File: src/rtl/accum_access_arbiter.sv
// Arbitrates the single accum_array port between requester A (read/write), requester B
// (read-only) and an internal clear engine; registers the port and routes read data back.
module accum_access_arbiter #(
    parameter int unsigned ADDR_WIDTH = 14,
    parameter int unsigned RD_LAT     = 1
) (
    input  logic                  clk,
    input  logic                  reset,
    input  logic                  clr_kick,
    output logic                  clr_busy,
    input  logic                  a_req,
    output logic                  a_ready,
    input  logic                  a_we,
    input  logic [ADDR_WIDTH-1:0] a_addr,
    input  logic [63:0]           a_din,
    output logic                  a_rvalid,
    output logic [63:0]           a_q,
    input  logic                  b_req,
    output logic                  b_ready,
    input  logic [ADDR_WIDTH-1:0] b_addr,
    output logic                  b_rvalid,
    output logic [63:0]           b_q,
    output logic [31:0]           mem_addr,
    output logic [63:0]           mem_din,
    output logic                  mem_we,
    input  logic [63:0]           mem_q
);

    // One past the last index; the clear engine stops when its counter reaches this.
    localparam logic [ADDR_WIDTH:0] ClrEnd = {1'b1, {ADDR_WIDTH{1'b0}}};

    typedef enum logic {StIdle, StClear} state_e;

    state_e                state_q, state_d;
    logic [ADDR_WIDTH:0]   clr_idx_q, clr_idx_d;
    logic                  last_grant_b_q, last_grant_b_d;
    logic [31:0]           mem_addr_q, mem_addr_d;
    logic [63:0]           mem_din_q, mem_din_d;
    logic                  mem_we_q, mem_we_d;
    logic [RD_LAT:0]       tag_v_q, tag_o_q;
    logic                  tag_in_v, tag_in_o;
    logic                  a_rvalid_q, b_rvalid_q;
    logic [63:0]           a_rdata_q, b_rdata_q;
    logic                  arb_ok, a_win, b_win, none_req, a_acc, b_acc;
    logic                  ret_a, ret_b;

    // Round robin: on contention the requester that did not win last time goes first.
    always_comb begin
        arb_ok   = (state_q == StIdle) && !clr_kick;
        a_win    = a_req && (!b_req || last_grant_b_q);
        b_win    = b_req && !a_win;
        none_req = !a_req && !b_req;
        a_ready  = arb_ok && (a_win || (none_req && last_grant_b_q));
        b_ready  = arb_ok && (b_win || (none_req && !last_grant_b_q));
        a_acc    = a_req && a_ready;
        b_acc    = b_req && b_ready;
    end

    always_comb begin
        state_d        = state_q;
        clr_idx_d      = clr_idx_q;
        last_grant_b_d = last_grant_b_q;
        mem_addr_d     = mem_addr_q;
        mem_din_d      = '0;
        mem_we_d       = 1'b0;
        tag_in_v       = 1'b0;
        tag_in_o       = 1'b0;
        unique case (state_q)
            StIdle: begin
                if (clr_kick) begin
                    state_d    = StClear;
                    mem_addr_d = '0;
                    mem_we_d   = 1'b1;
                    clr_idx_d  = (ADDR_WIDTH+1)'(1);
                end else if (a_acc) begin
                    last_grant_b_d = 1'b0;
                    mem_addr_d     = 32'(a_addr);
                    mem_we_d       = a_we;
                    mem_din_d      = a_we ? a_din : 64'd0;
                    tag_in_v       = !a_we;
                end else if (b_acc) begin
                    last_grant_b_d = 1'b1;
                    mem_addr_d     = 32'(b_addr);
                    tag_in_v       = 1'b1;
                    tag_in_o       = 1'b1;
                end
            end
            StClear: begin
                if (clr_idx_q == ClrEnd) begin
                    state_d = StIdle;
                end else begin
                    mem_addr_d = 32'(clr_idx_q[ADDR_WIDTH-1:0]);
                    mem_we_d   = 1'b1;
                    clr_idx_d  = clr_idx_q + 1'b1;
                end
            end
            default: state_d = StIdle;
        endcase
    end

    // Oldest tag lines up with mem_q; its owner selects which return port fires.
    assign ret_a = tag_v_q[RD_LAT] && !tag_o_q[RD_LAT];
    assign ret_b = tag_v_q[RD_LAT] && tag_o_q[RD_LAT];

    always_ff @(posedge clk) begin
        if (!reset) begin
            state_q        <= StIdle;
            clr_idx_q      <= '0;
            last_grant_b_q <= 1'b1;
            mem_addr_q     <= '0;
            mem_din_q      <= '0;
            mem_we_q       <= 1'b0;
            tag_v_q        <= '0;
            tag_o_q        <= '0;
            a_rvalid_q     <= 1'b0;
            b_rvalid_q     <= 1'b0;
            a_rdata_q      <= '0;
            b_rdata_q      <= '0;
        end else begin
            state_q        <= state_d;
            clr_idx_q      <= clr_idx_d;
            last_grant_b_q <= last_grant_b_d;
            mem_addr_q     <= mem_addr_d;
            mem_din_q      <= mem_din_d;
            mem_we_q       <= mem_we_d;
            tag_v_q        <= {tag_v_q[RD_LAT-1:0], tag_in_v};
            tag_o_q        <= {tag_o_q[RD_LAT-1:0], tag_in_o};
            a_rvalid_q     <= ret_a;
            b_rvalid_q     <= ret_b;
            if (ret_a) a_rdata_q <= mem_q;
            if (ret_b) b_rdata_q <= mem_q;
        end
    end

    assign clr_busy = (state_q == StClear);
    assign mem_addr = mem_addr_q;
    assign mem_din  = mem_din_q;
    assign mem_we   = mem_we_q;
    assign a_rvalid = a_rvalid_q;
    assign b_rvalid = b_rvalid_q;
    assign a_q      = a_rdata_q;
    assign b_q      = b_rdata_q;

endmodule
File: config.mk
export PLATFORM = sky130hd
export DESIGN_NAME = accum_access_arbiter
export DESIGN_NICKNAME = d
export VERILOG_FILES = /design/src/rtl/accum_access_arbiter.sv
export SDC_FILE = /design/constraint.sdc
export NUM_CORES = 1
export LEC_CHECK = 0
export CAP_MARGIN = 5
export CORE_AREA = 2 2 153 155
export CTS_CLUSTER_DIAMETER = 60
export DETAILED_ROUTE_END_ITERATION = 16
export DIE_AREA = 0 0 155 157
export GPL_TIMING_DRIVEN = 1
export PLACE_DENSITY = 0.82
export SETUP_SLACK_MARGIN = 0.5
export SKIP_CTS_REPAIR_TIMING = 1
export SYNTH_ARGS = -nofsm -noshare
export SYNTH_HDL_FRONTEND = slang
export SYNTH_SLANG_ARGS = --single-unit
File: constraint.sdc
create_clock -name clk -period 2 [get_ports clk]
set_input_delay 0.4 -clock clk [delete_from_list [all_inputs] [get_ports clk]]
set_output_delay 0.4 -clock clk [all_outputs]
set_load 0.01 [all_outputs]
# After elaboration in Yosys (flattened, before gate mapping)
# Cells that the tools add are included.
# op_classes
n_addsub,1
n_mul,0
n_div,0
n_lt_le_gt_ge,0
eq_ne,4
shifts,0
muxes,18
n_bitwise,5
n_reduce_logical,29
# op_table
cell,count
2-to-1 mux 32 bit,4
one-hot mux 32 bit (2 select lines),1
2-to-1 mux 15 bit,2
one-hot mux 15 bit (2 select lines),1
"adder 15 x 1 -> 15 bit, second input constant",1
"== test 15 bit, second input constant",1
logical AND 1 bit,12
2-to-1 mux 1 bit,8
zero test 1 bit,7
NOT 1 bit,5
OR reduction 5 bit,1
"!= test 2 bit, second input constant",2
"!= test 4 bit, second input constant",1
one-hot mux 1 bit (2 select lines),2
AND reduction 2 bit,2
OR reduction 4 bit,1
logical OR 1 bit,3
AND reduction 3 bit,1
OR reduction 3 bit,1
nonzero test 2 bit,1
# totals
register_bits,248
latch_bits,0
mem_bits_rw,0
romBits,0
in_bits,162
word_cells,71
mem_count,0

# Longest topological paths before layout
# logic_depth
word_depth,12
mapped_depth,8
ltp_nobuf,6

# Least setup slack after synthesis
# OpenSTA, ideal clock, no wires.
# synth_timing
kind,reg2reg
from,reg clr_idx_q[0]
to,reg mem_addr_q[3] (netlist: mem_addr[3])
arrival_time_ns,1.642
path_slack_ns,0.291
stages_incl_launch_ff,9
n_path_buf,2
cell_sequence,dfxtp_1 > inv_1 > ha_1 > nor4b_1 > and4_1 > buf_6 > or3_4 > buf_6 > o21ai_2
# synth_via
elab_chain_cells,3
# synth_rtl
element,line_no,text
from (decl),35,"logic [ADDR_WIDTH:0] clr_idx_q, clr_idx_d;"
from (signal assigned),121,clr_idx_q <= clr_idx_d;
== test 15 bit,89,if (clr_idx_q == ClrEnd) begin
!= test 2 bit (no line),--,
AND reduction 2 bit (no line),--,
to (signal assigned),123,mem_addr_q <= mem_addr_d;
to (decl),37,"logic [31:0] mem_addr_q, mem_addr_d;"
# Every way passes these cells.
# A chain may end at the register's enable or synchronous reset.

# Worst setup path after layout
# layout_timing
from,reg last_grant_b_q
to,out a_ready
# layout_via
elab_chain_cells,4
# layout_rtl
element,line_no,text
from (decl),36,"logic last_grant_b_q, last_grant_b_d;"
from (signal assigned),122,last_grant_b_q <= last_grant_b_d;
logical OR 1 bit,50,a_win = a_req && (!b_req || last_grant_b_q);
logical AND 1 bit,50,
logical OR 1 bit (*),53,a_ready = arb_ok && (a_win || (none_req && last_grant_b_q));
logical AND 1 bit (*),53,
to (decl),12,"output logic a_ready,"
# Every way passes the cells marked *; elsewhere a longest branch is shown, timed or not.

==> results.md <==
* CP Cell Sequence: maj3_2 > and2_4 > buf_6
* CP Launch Type: flip-flop
* Clock Skew at 8.88 ps
* Status: finished, final reports clean
* Insertion delay to the later sink of the worst-skew pair at 510 ps
* P&R area growth vs syn at 70.7%
* CP Buf/Inv Count at 1
* Fin crit share at 0.905
* H-tree depth at 1
* Hold Path Class: in2reg
* Top Family by Delay on Critical Path: flip-flops
* Placed Area at 0.0123 mm^2
* Ports at 392
* Die height at 157 um
* RSZ-0062 raised after global routing: yes
* Die area at 0.0243 mm^2
* Largest stage delay, worst path at 330 ps
* Final ANT Viol Nets at 0
* Top FF cell, synth: dfxtp_1
* Gr ovfl total at 0
* # Max-Cap Violations at 0
* NumNets Final at 1,485
* Routed WL at 27,900 um
* CTS tree: yes
* Rows at 55
* Slowest CP cell: dfxtp_2
* Gpl congestion at 0.916
* Worst VDD drop at 559 uV
* Initial DRC count at 544
* Initial DRT Pass Iterations at 5
* Sequential area share after synthesis at 0.563
* Vias per cell at 4.98
* IO Port Bufs at 373
* Pwr Total at 0.0106 W
* Inst Count DP at 1,564
* Final Hold Fails at 0
* Clock Path Buffers at 3
* Setup violators final at 0
* Fmax at 0.552 GHz
* Critical path peak fanout at 3
* Number of flops mapped to enable cells by yosys at 0
* R2R Setup Slk at 260 ps
* Initial antenna violation count at 0
* CP required at 1600 ps
* Routed len/inst at 17.2 um
* Mapped Area at 0.00818 mm^2
* Setup tns final at 0 ps
* Critical path class: reg2out
* Min Hold Slack at 332 ps
* Cells after Synth at 948
* Final cell count without fillers at 1,625
* Die X at 155 um
* Core area at 0.0225 mm^2
* First-pass GRT wire length at 39,600 um
* Dpl hpwl at 18,600 um
* Final instance area at 0.0140 mm^2
* GRT Util Overall at 0.201
* Synth unique cells at 38
* Num CTS Buffers at 25
* Largest net degree at the start of global routing at 66
* # diodes at 0
* Critical Path AT at 1410 ps
* DR DRC count at 0
* Minimum clock period at 1810 ps
* Via count at 8,093
* LEAKAGE at 8.49 nW
* Sink Count at 230
* YS warnings at 0
* Root Buffer: clkbuf_16
* Clk pin slew, worst setup/hold paths at 60 ps
* Post-synth ARST share at 0
* CP endpoint kind: output pin
* Vias in the first global route at 7,537
* Max-slew violation count at 0
* Starting density of the core at 0.364
* Mean Syn Cell Area at 8.63 um^2
* Power Dens Cells at 757 mW/mm^2
* Layout cells sized above 1 at 0.111
* Synthesized flop and latch total at 230
==> area by class of cell <==
class | instances | area, um^2
Fill cell | 1727 | 8540
Timing Repair Buffer | 413 | 4680
Sequential cell | 230 | 4620
Multi-Input combinational cell | 645 | 3380
Clock buffer | 30 | 674
Tap cell | 285 | 357
Clock inverter | 16 | 230
Inverter | 6 | 27.5
==> layer usage <==
metal	wire length (um)	vias to the layer above	track usage
li1	-	3843	-
met4	811	0	0.0622
met5	0	-	0
met3	2620	73	0.0592
met1	10500	3761	0.234
met2	14000	416	0.357
==> synthesized netlist by cell type (8+ instances only) <==
| library cell | instances | area, um^2 |
|---|---|---|
| xnor2_1 | 8 | 70.1 |
| dfxtp_1 | 230 | 4600 |
| o211a_1 | 10 | 100 |
| o211ai_1 | 17 | 128 |
| nand4_1 | 14 | 87.6 |
| nor2_1 | 17 | 63.8 |
| o21ai_0 | 8 | 40.0 |
| o21ai_2 | 10 | 87.6 |
| buf_1 | 11 | 41.3 |
| a21oi_1 | 132 | 661 |
| nand2_1 | 289 | 1080 |
| and2_1 | 71 | 444 |
| nor4_1 | 9 | 56.3 |
| clkbuf_1 | 47 | 176 |
| buf_4 | 18 | 135 |
==> cell families (layout without fill, tap and decap cells) <==
| family | count (synthesis) | after routing | share of synthesized area |
|---|---|---|---|
| flops | 230 | 230 | 0.563 |
| simple gates | 426 | 428 | 0.235 |
| compound gates | 188 | 188 | 0.135 |
| other cells | 1 | 18 | 0.000458 |
| xor+xnor | 8 | 8 | 0.00857 |
| fa+ha+maj | 3 | 3 | 0.00428 |
| buf+inv | 92 | 465 | 0.0543 |
==> power breakdown <==
group / leakage (nW) / internal, W / switching [W] / total (W)
Clock: 0.438 / 0.00308 / 0.00191 / 0.00499
Combinational: 6.19 / 0.000516 / 0.000380 / 0.000896
Sequential: 1.86 / 0.00465 / 0.0000368 / 0.00469
==> worst paths after layout <==
check / from / end / depth (start not counted)
worst max-delay path: last_grant_b_q / a_ready / 3
worst min-delay path: b_req / tag_o_q[0] / 4
worst max register to register: clr_idx_q[0] / mem_addr[2] / 7
worst min register to register: b_q[4] / b_q[4] / 2
==> sequential cells by signal, indices dropped and copies added, names as in the netlist <==
signal,count
a_q,64
a_rvalid,1
b_q,64
b_rvalid,1
clr_busy,1
clr_idx_q,15
last_grant_b_q,1
mem_addr,14
mem_din,64
mem_we,1
tag_o_q,2
tag_v_q,2
==> through the flow <==
step                setup WS (ps)  utilization
detailed placement           -354        0.547
global placement             -340        0.547
global route                  132        0.621
floorplan                     353            -
CTS                          -379        0.587
finish                        190        0.621
==> placed cells by master, fill, tap and decap left out, types with 9 or more instances in the layout <==
| cell type | Yosys | final |
|---|---|---|
| nand2_1 | 289 | 288 |
| dfxtp_1 | 230 | 221 |
| dlymetal6s2s_1 | 0 | 202 |
| clkdlybuf4s50_1 | 0 | 158 |
| a21oi_1 | 132 | 132 |
| and2_1 | 71 | 69 |
| clkbuf_16 | 0 | 26 |
| buf_4 | 18 | 24 |
| conb_1 | 1 | 18 |
| o211ai_1 | 17 | 17 |
| nor2_1 | 17 | 15 |
| nand4_1 | 14 | 14 |
| buf_12 | 0 | 13 |
| o21ai_2 | 10 | 11 |
| o211a_1 | 10 | 10 |
| clkbuf_2 | 1 | 9 |
==> worst reg2reg max path, delay by kind of cell, from the launching register on <==
family	cells	cell delay (ps)
AOI/OAI and AO/OA	1	190
adders and majority gates	1	150
buffers and inverters	2	180
DFF	1	360
and+or+nand+nor	3	780
No activity file was read; power rests on OpenSTA's default activity.
